<file path="config.mk">
export PLATFORM = sky130hd
export DESIGN_NAME = spi_debug_port
export DESIGN_NICKNAME = d
export VERILOG_FILES = /design/src/rtl/spi_debug_port_pkg.sv /design/src/rtl/spi_debug_lat_cnt.sv /design/src/rtl/spi_debug_port.sv
export SDC_FILE = /design/constraint.sdc
export NUM_CORES = 1
export LEC_CHECK = 0
export CAP_MARGIN = 5
export CORE_ASPECT_RATIO = 0.9
export CORE_MARGIN = 4
export CORE_UTILIZATION = 48
export CTS_CLUSTER_DIAMETER = 50
export DETAILED_ROUTE_END_ITERATION = 12
export GPL_TIMING_DRIVEN = 0
export PLACE_DENSITY = 0.87
export SLEW_MARGIN = 5
export SYNTH_ARGS = -nofsm -noshare
export SYNTH_HDL_FRONTEND = slang
export SYNTH_SLANG_ARGS = --single-unit
</file>
<file path="constraint.sdc">
create_clock -name i_clock -period 3 [get_ports i_clock]
set_clock_uncertainty 0.1 [all_clocks]
set_input_delay 0.75 -clock i_clock [delete_from_list [all_inputs] [get_ports i_clock]]
set_output_delay 0.75 -clock i_clock [all_outputs]
set_load 0.005 [all_outputs]
</file>
<file path="src/rtl/spi_debug_port_pkg.sv">
// spi_debug_port_pkg: source codes, request field layout and FSM encodings shared by the debug port
package spi_debug_port_pkg;
    localparam logic [3:0] SRC_MEM = 4'd0;
    localparam int ADDR_LSB = 0;
    localparam int LEN_LSB = 16;
    localparam int LEN_W = 8;
    localparam int SRC_LSB = 24;
    localparam int SRC_W = 4;
    localparam logic [1:0] ST_IDLE = 2'd0;
    localparam logic [1:0] ST_MEM_ISSUE = 2'd1;
    localparam logic [1:0] ST_MEM_WAIT = 2'd2;
    localparam logic [1:0] ST_PRESENT = 2'd3;
endpackage

</file>
<file path="src/rtl/spi_debug_lat_cnt.sv">
// spi_debug_lat_cnt: counts memory read latency, o_done high on the cycle read data is valid
module spi_debug_lat_cnt #(
    parameter int MEM_LAT = 1
) (
    input  logic i_clock,
    input  logic i_reset,
    input  logic i_start,
    output logic o_done
);
    logic [1:0] cnt;

    assign o_done = cnt == 2'(MEM_LAT - 1);

    // restart on each issued read, then count up and hold at the latency limit
    always_ff @(posedge i_clock) begin
        if (i_reset || i_start) cnt <= '0;
        else if (!o_done) cnt <= cnt + 2'd1;
    end
endmodule

</file>
<file path="src/rtl/spi_debug_port.sv">
// spi_debug_port: answers SPI debug requests with memory bursts or snapshotted latch channels
module spi_debug_port
    import spi_debug_port_pkg::*;
#(
    parameter int NB_BITS = 32,
    parameter int N_CH    = 4,
    parameter int NB_ADDR = 8,
    parameter int MEM_LAT = 1
) (
    input  logic                    i_clock,
    input  logic                    i_reset,
    input  logic                    i_req_valid,
    input  logic [NB_BITS-1:0]      i_req,
    input  logic [N_CH*NB_BITS-1:0] i_latch,
    output logic [NB_ADDR-1:0]      o_mem_addr,
    output logic                    o_mem_rd,
    input  logic [NB_BITS-1:0]      i_mem_data,
    output logic [NB_BITS-1:0]      o_tx_data,
    output logic                    o_tx_valid,
    input  logic                    i_tx_ready,
    output logic                    o_busy,
    output logic                    o_req_drop,
    output logic                    o_err
);
    logic [1:0]              state;
    logic [LEN_W-1:0]        cnt;
    logic [SRC_W-1:0]        ch;
    logic                    lat;
    logic [NB_BITS-1:0]      mem_word;
    logic [N_CH*NB_BITS-1:0] snap;
    logic [SRC_W-1:0]        src;
    logic                    accept;
    logic                    lat_done;
    logic                    unused_req;

    assign unused_req = ^i_req;
    assign src        = i_req[SRC_LSB +: SRC_W];
    assign accept     = i_req_valid && state == ST_IDLE;
    assign o_busy     = state != ST_IDLE;
    assign o_tx_valid = state == ST_PRESENT;
    assign o_mem_rd   = state == ST_MEM_ISSUE;
    assign o_tx_data  = lat ? snap[int'(ch)*NB_BITS +: NB_BITS] : mem_word;

    spi_debug_lat_cnt #(.MEM_LAT(MEM_LAT)) u_lat (
        .i_clock (i_clock),
        .i_reset (i_reset),
        .i_start (o_mem_rd),
        .o_done  (lat_done)
    );

    // request acceptance, burst sequencing and status pulses
    always_ff @(posedge i_clock) begin
        if (i_reset) begin
            state      <= ST_IDLE;
            cnt        <= '0;
            ch         <= '0;
            lat        <= 1'b0;
            mem_word   <= '0;
            snap       <= '0;
            o_mem_addr <= '0;
            o_req_drop <= 1'b0;
            o_err      <= 1'b0;
        end else begin
            o_req_drop <= i_req_valid && state != ST_IDLE;
            o_err      <= accept && src > SRC_W'(N_CH);
            case (state)
                ST_IDLE: begin
                    if (accept && src == SRC_MEM) begin
                        state      <= ST_MEM_ISSUE;
                        o_mem_addr <= i_req[ADDR_LSB +: NB_ADDR];
                        cnt        <= i_req[LEN_LSB +: LEN_W];
                        lat        <= 1'b0;
                        snap       <= i_latch;
                    end else if (accept && src <= SRC_W'(N_CH)) begin
                        state <= ST_PRESENT;
                        ch    <= src - SRC_W'(1);
                        cnt   <= '0;
                        lat   <= 1'b1;
                        snap  <= i_latch;
                    end
                end
                ST_MEM_ISSUE: state <= ST_MEM_WAIT;
                ST_MEM_WAIT: begin
                    if (lat_done) begin
                        mem_word <= i_mem_data;
                        state    <= ST_PRESENT;
                    end
                end
                default: begin
                    if (i_tx_ready) begin
                        if (cnt != '0) begin
                            cnt        <= cnt - LEN_W'(1);
                            o_mem_addr <= o_mem_addr + NB_ADDR'(1);
                            state      <= ST_MEM_ISSUE;
                        end else begin
                            state <= ST_IDLE;
                        end
                    end
                end
            endcase
        end
    end
endmodule

</file>
Word level (Yosys, flattened, before mapping). Cells that the tools add are included.

Bits in registers: 187. Word-level logic and storage cells: 67. Input bits: 196. Output and inout bits: 45.

Reduce and logical (&&, ||, !) cells: 22. Bitwise gates (word level): 2. Muxes and demuxes: 20. Add/subtract/negate cells: 4. Shift operators: 1. Eq/ne operators: 6. $lt $le $gt $ge: 2.

Operators by type and width (count): 128-bit two-way mux (2); 128-bit by 10-bit variable part select with 32-bit output (1); 8-bit two-way mux (7); 32-bit two-way mux (1); 8-bit case mux with 2 select lines (2); 8-bit by 1-bit adder with 8-bit output, second input constant (1); 2-bit two-way mux (4); 4-bit AND reduction (2); 2-bit nonzero test (4); 8-bit nonzero test (1); 8-bit by 1-bit subtractor with 8-bit output, second input constant (1); 2-bit case mux with 3 select lines (1); 3-bit AND reduction (2); 1-bit logical AND (5); 2-bit equality test, second input constant (2); 4-bit by 3-bit greater-than comparator with 1-bit output, second input constant (1); 4-bit by 3-bit less-or-equal comparator with 1-bit output, second input constant (1); 2-bit logical NOT (2); 4-bit logical NOT (1); 2-bit AND reduction (2); 4-bit nonzero test (1); 4-bit by 1-bit subtractor with 4-bit output, second input constant (1); 1-bit two-way mux (3); 3-bit by 1-bit != test with 1-bit output, second input constant (1); other kinds (7) (8).

Longest topological paths before layout. Gate-level depths: netlist of the first run.

Depth in word-level cells: 6. Depth in mapped cells: 9. Depth with buffers taken out: 7.

Cells and area by module. Synthesis of the first run repeated with hierarchy kept, for this count alone.

Cells, all modules: 1038. Area total of the unflattened synthesis: 8260.4 sq um.

Modules (own cells, without submodules): spi_debug_port (sequential area each 3703.6 sq um, instances 1, cells an instance 1028, area an instance 8149.1 sq um); spi_debug_lat_cnt (sequential area each 40.0 sq um, instances 1, cells an instance 10, area an instance 111.4 sq um).

Worst setup path before layout of the first run. Ideal clock, no wire load.

Path type: flip-flop to output port. Start point: reg ch[0]. End point: out o_tx_data[10]. Stages on the path, launching flop included: 6. Data required time: 2.150 ns. Path buffers: 2. Slack: 0.636 ns. Arrival: 1.514 ns. Cell sequence: dfxtp_1 > clkbuf_1 > buf_2 > mux4_2 > inv_1 > o22ai_1.

Longest elaborated chain between the ends: 2.

Ends and longest elaborated chain: from (decl) (line spi_debug_port.sv:27) `logic [SRC_W-1:0] ch;`; from (signal assigned) (line spi_debug_port.sv:76) `ch <= src - SRC_W'(1);`; 128-bit by 10-bit variable part select with 32-bit output (line spi_debug_port.sv:42) `assign o_tx_data = lat ? snap[int'(ch)*NB_BITS +: NB_BITS] : mem_word;`; 32-bit two-way mux (line spi_debug_port.sv:42); to (decl) (line spi_debug_port.sv:18) `output logic [NB_BITS-1:0] o_tx_data,`.

No other way between the ends.

Final worst setup path of the first run.
Start point: reg ch[0]. End point: out o_tx_data[31].

Same word-level chain as after synthesis.

==> impl_metrics.env, run 1 <==
export IMPL_ios=241
export IMPL_synth_cell_types=50
export IMPL_grt_pass1_vias=8244
export IMPL_drt_total_wl_um=27680
export IMPL_timing_final_ws_setup_ns=0.02559
export IMPL_cts_hold_buf=0
export IMPL_min_path_type="flop to flop"
export IMPL_gp_congestion=0.8733
export IMPL_place_hpwl_um=19960
export IMPL_fmax_mhz=336.2
export IMPL_crit_path_max_fanout=4
export IMPL_fp_dieH_um=132.3
export IMPL_syn_cell_area_mm2=0.008234
export IMPL_numCtsBuffers=17
export IMPL_crit_path_start_kind="flop"
export IMPL_worstPathArrival_ns=2.12
export IMPL_wl_per_cell_um=18.29
export IMPL_num_rows=45
export IMPL_ys_ff_latch=187
export IMPL_path_clk_slew_ns=0.07
export IMPL_maxSlewViolCount=0
export IMPL_die_x_um=146.1
export IMPL_first_pass_iters=5
export IMPL_synth_main_ff_cell="dfxtp_1"
export IMPL_worst_endpoint_required_ns=2.15
export IMPL_htree_levels=4
export IMPL_drc=0
export IMPL_end_kind="output port"
export IMPL_syn_instance_count=1032
export IMPL_final_common_cell="nand2_1"
export IMPL_yosysSeqAreaShare=0.4546
export IMPL_relSlewSlack=0.4717
export IMPL_r2r_setup_slack_ns=0.49
export IMPL_clk_latency_ns=0.42
export IMPL_die_area_mm2=0.01932
export IMPL_start_util=0.4891
export IMPL_outcome="completed"
export IMPL_grt_pass1_wl_um=42290
export IMPL_fin_cells=1513
export IMPL_numPortBuffers=227
export IMPL_synth_edf_count=0
export IMPL_final_cell_mix="nand2_1 (336), clkdlybuf4s50_1 (199), dfxtp_1 (184)"
export IMPL_nNetsFinal=1493
export IMPL_grt_max_degree=17
export IMPL_finalHoldViolations=0
export IMPL_place_ws_ns=-0.5607
export IMPL_cts_tree="done"
export IMPL_core_area_mm2=0.01683
export IMPL_drv_cap=0
export IMPL_synth_fp_nets=1236
export IMPL_grt_usage=0.2752
export IMPL_clockBufferDepth=2
export IMPL_cts_sink_count=187
export IMPL_yosys_warnings=0
export IMPL_p_per_area_mw_per_mm2=634.8
export IMPL_ir_drop_mv=0.4065
export IMPL_cts_root_buf="clkbuf_16"
export IMPL_drive_gt1_frac=0.09839
export IMPL_antenna_found_initial=1
export IMPL_grt_overflow=0
export IMPL_async_reset_ff_frac=0
export IMPL_worst_pin_slew_ns=0.7925
export IMPL_ant_nets=0
export IMPL_dr_total_vias=8372
export IMPL_avgSynthCellArea_um2=7.979
export IMPL_synthToLayoutAreaGrowth_pct=40.04
export IMPL_path_class="flop to output port"
export IMPL_leakage_nw=4.373
export IMPL_rsz0062_at_grt="yes"
export IMPL_finalCritPeriodShare=0.9915
export IMPL_place_inst=1470
export IMPL_setup_viol=0
export IMPL_drt_initial_drc_count=710
export IMPL_vias_per_cell=5.533
export IMPL_period_needed_ns=2.974
==> state kept, by name, indices dropped and copies added, names as in the netlist <==
register,count
ch,4
cnt,8
lat,1
mem_word,32
o_err,1
o_mem_addr,8
o_req_drop,1
snap,128
state,2
u_lat.cnt,2
==> area by class of cell <==
cell class	instances	area (µm²)
Clock inverter	9	66.31
Buffer	74	380.4
Sequential cell	187	3750
Tap cell	211	264.0
Multi-Input combinational cell	692	3895
Fill cell	1332	5304
Inverter	76	285.3
Antenna cell	1	2.502
Clock buffer	22	474.2
Timing Repair Buffer	241	2414
==> Yosys cell counts (3+ instances only) <==
cell type,instances,share of area
nand2_1,337,0.15
dfxtp_1,187,0.45
a21oi_1,176,0.11
inv_1,75,0.034
clkbuf_1,52,0.024
mux4_2,32,0.088
o22ai_1,32,0.024
buf_2,23,0.014
nor2_1,18,0.0082
o21ai_0,15,0.0091
nor3_1,10,0.0061
ha_1,8,0.012
a211oi_1,5,0.0046
mux2i_1,4,0.0049
nand3_1,4,0.0024
a22oi_1,3,0.0027
a31o_2,3,0.0032
and3_1,3,0.0023
nor2b_1,3,0.0023
xor2_1,3,0.0032
==> critical path, cell delays in order (launching register included) <==
cell	delay (ns)
dfxtp_4	0.43
buf_6	0.14
mux4_2	0.50
inv_1	0.10
o22ai_1	0.07
clkdlybuf4s50_1	0.46
==> worst paths after layout <==
path | startpoint | end | cells after the start
max | ch[0] | o_tx_data[31] | 5
min | snap[67] | snap[67] | 2
max reg2reg | state[0] | o_mem_addr[3] | 8
min reg2reg | snap[67] | snap[67] | 2
==> per-layer routing <==
metal	vias up	wire length [µm]	GRT usage
met5	-	0	0
met4	0	906	0.1055
met3	59	2483	0.06531
met2	422	12990	0.4456
met1	3921	11300	0.3598
li1	3970	-	-
==> cells by family after synthesis <==
logic type / count (synthesis) / synth area share
multiplexers: 36 / 0.09239
adder cells (fa/ha/maj): 8 / 0.01216
flip-flops: 187 / 0.4546
AND/OR/NAND/NOR: 391 / 0.1901
XOR/XNOR: 5 / 0.005319
buffers and inverters: 153 / 0.07370
AO/OA/AOI/OAI: 252 / 0.1717
==> through the flow <==
stage                     utilization  cell area (µm²)  power, mW  setup TNS, ns  hold WS [ns]
after global placement         0.6398            10770      5.136         -41.04        0.3390
after floorplan                     -             8234      4.271              0        0.3331
final                          0.6850            11530      7.321              0        0.3550
after global routing           0.6850            11530      7.668       -0.06149        0.3730
after CTS                      0.6760            11380      7.288       -0.01831        0.3552
after detailed placement       0.6398            10770      5.209         -49.34        0.3460
==> what timing repair did <==
item / in CTS / in global routing
endpoints found under the hold margin: 0 / 0
resized for setup: 37 / 32
buffers inserted: 2 / 12
endpoints found under the setup margin: 56 / 132
==> report_power, final <==
part	switching (mW)	leakage, nW	internal, mW
sequential	0.217	1.52	2.77
combinational	1.21	2.59	1.04
clock	0.961	0.266	1.13
No activity file was read; power rests on OpenSTA's default activity.
==> run 2: changes to the inputs <==
--- a/config.mk
+++ b/config.mk
@@ -8,11 +8,12 @@
 export CAP_MARGIN = 5
 export CORE_ASPECT_RATIO = 0.9
 export CORE_MARGIN = 4
-export CORE_UTILIZATION = 48
+export CORE_UTILIZATION = 43
 export CTS_CLUSTER_DIAMETER = 50
 export DETAILED_ROUTE_END_ITERATION = 12
 export GPL_TIMING_DRIVEN = 0
-export PLACE_DENSITY = 0.87
+export PLACE_DENSITY = 0.83
+export RECOVER_POWER = 50
 export SLEW_MARGIN = 5
 export SYNTH_ARGS = -nofsm -noshare
 export SYNTH_HDL_FRONTEND = slang
==> constraint.sdc (replaced) <==
create_clock -name i_clock -period 2.4 [get_ports i_clock]
set_clock_uncertainty 0.1 [all_clocks]
set_input_delay 0.6 -clock i_clock [delete_from_list [all_inputs] [get_ports i_clock]]
set_output_delay 0.6 -clock i_clock [all_outputs]
set_load 0.005 [all_outputs]
==> impl_metrics.env, run 2 (synthesis results as in run 1) <==
export IMPL_worstPathArrival_ns=2.01
export IMPL_final_cell_mix="nand2_1 (336), clkdlybuf4s50_1 (184), dfxtp_1 (182)"
export IMPL_power_frac_comb=0.303
export IMPL_clk_latency_ns=0.44
export IMPL_fmax_mhz=369.4
export IMPL_antenna_found_initial=2
export IMPL_intPower_mw=6.730
export IMPL_clockBufferDepth=2
export IMPL_drc=0
export IMPL_largest_reg_flops=128
export IMPL_nFillCells=1606
export IMPL_ios=241
export IMPL_path_class="flop to output port"
export IMPL_grt_usage=0.2543
export IMPL_numPortBuffers=227
export IMPL_cts_tree="done"
export IMPL_setup_viol=143
export IMPL_core_area_mm2=0.01858
export IMPL_cts_hold_buf=0
export IMPL_path_clk_slew_ns=0.07
export IMPL_crit_path_max_fanout=3
export IMPL_grt_max_degree=17
export IMPL_grt_pass1_vias=8215
export IMPL_diodes=0
export IMPL_seq_power_share=0.380
export IMPL_ant_nets=0
export IMPL_place_ws_ns=-1.285
export IMPL_grt_pass1_wl_um=43010
export IMPL_end_kind="output port"
export IMPL_crit_path_start_kind="flop"
export IMPL_ir_drop_mv=0.4635
export IMPL_failed_checks="setup timing"
export IMPL_place_hpwl_um=20920
export IMPL_drv_cap=0
export IMPL_switching_share=0.3158
export IMPL_leakage_nw=4.236
export IMPL_dr_total_vias=8260
export IMPL_reg_top3="snap x128, mem_word x32"
export IMPL_outcome="finished with violations"
export IMPL_p_per_area_mw_per_mm2=836.6
export IMPL_die_area_mm2=0.02143
export IMPL_drive_gt1_frac=0.1609
export IMPL_timing_final_ws_setup_ns=-0.3075
export IMPL_worst_endpoint_required_ns=1.70
export IMPL_vias_per_cell=5.329
export IMPL_nNetsFinal=1496
export IMPL_p_sw_mw=3.106
export IMPL_finalHoldViolations=0
export IMPL_num_rows=47
export IMPL_min_path_type="input port to flop"
export IMPL_rsz0062_at_grt="yes"
export IMPL_finalCritPeriodShare=1.128
export IMPL_drt_total_wl_um=28380
export IMPL_fp_dieH_um=139.3
export IMPL_synthToLayoutAreaGrowth_pct=42.79
export IMPL_clkPwrFrac=0.317
export IMPL_cts_sink_count=187
export IMPL_final_common_cell="nand2_1"
export IMPL_start_util=0.4431
export IMPL_final_core_utilization=0.6327
export IMPL_period_needed_ns=2.707
export IMPL_htree_levels=4
export IMPL_first_pass_iters=5
export IMPL_grt_overflow=0
export IMPL_seqCellArea_mm2=0.003752
export IMPL_drt_initial_drc_count=566
export IMPL_wl_per_cell_um=18.31
export IMPL_hold_slack_ns=0.3313
export IMPL_multiInputGateArea_mm2=0.004013
export IMPL_post_dp_cell_area_mm2=0.01081
export IMPL_fin_area_mm2=0.01176
export IMPL_relSlewSlack=0.5118
export IMPL_top_register="snap"
export IMPL_cts_root_buf="clkbuf_16"
export IMPL_numCtsBuffers=17
export IMPL_die_x_um=153.9
export IMPL_maxSlewViolCount=0
export IMPL_gp_congestion=0.8991
export IMPL_worst_pin_slew_ns=0.7324
-- run 2: cell types whose count changed in the layout (fill, tap and decap cells not counted), sizes merged --
cell,delta
clkinvlp,+1
bufinv,+5
clkdlybuf4s50,-15
dlygate4sd2,-10
inv,-1
clkinv,-2
dlymetal6s2s,-17
dlygate4sd3,+10
clkbuf,+5
buf,+28
diode,-1
-- run 2: power groups by stage --
stage	clock network, mW	logic, mW	registers, mW
after floorplan	0	1.63	3.71
after global placement	0	2.68	3.75
after detailed placement	0	2.75	3.77
after CTS	3.12	2.85	3.73
after global routing	3.26	3.24	3.78
final	3.12	2.98	3.74
-- run 2: layer usage --
layer | track usage | up-vias | wire length (µm)
met5 | 0 | - | 28
met4 | 0.07528 | 4 | 786
met3 | 0.05495 | 52 | 2000
met2 | 0.4270 | 344 | 13690
met1 | 0.3312 | 3903 | 11870
li1 | - | 3957 | -
-- run 2: worst paths after layout --
path	slack [ns]	cells past startpoint	from	end
max	-0.31	7	ch[0]	o_tx_data[11]
max reg2reg	-0.09	10	state[0]	snap[3]
min reg2reg	0.35	2	snap[76]	snap[76]
min	0.33	2	i_req[24]	ch[0]
-- run 2: worst max-delay path: stages, from the launching register on --
cell and delay (ns):
dfxtp_4 0.38, buf_12 0.12, buf_12 0.10, buf_6 0.09
mux4_2 0.56, inv_2 0.07, o22ai_1 0.07, buf_2 0.18
-- run 2: final cells by class --
class | count | share of cell area
Buffer | 71 | 0.03235
Clock buffer | 20 | 0.03884
Clock inverter | 12 | 0.01649
Inverter | 76 | 0.02448
Multi-Input combinational cell | 692 | 0.3413
Sequential cell | 187 | 0.3191
Tap cell | 245 | 0.02607
Timing Repair Buffer | 247 | 0.2013
-- run 2: through the flow --
stage / power (mW) / setup TNS [ns] / instances
after global routing: 10.29 / -25.99 / 1550
after floorplan: 5.339 / 0 / 1032
after global placement: 6.430 / -138.18 / 1504
final: 9.837 / -13.99 / 1550
after CTS: 9.708 / -8.663 / 1546
after detailed placement: 6.528 / -155.42 / 1504
-- run 2: what timing repair did --
item,4_1_cts,5_1_grt
cloned,2,0
buffers inserted,12,7
setup endpoints to repair,172,83
pin swaps,2,4
resized for setup,165,61
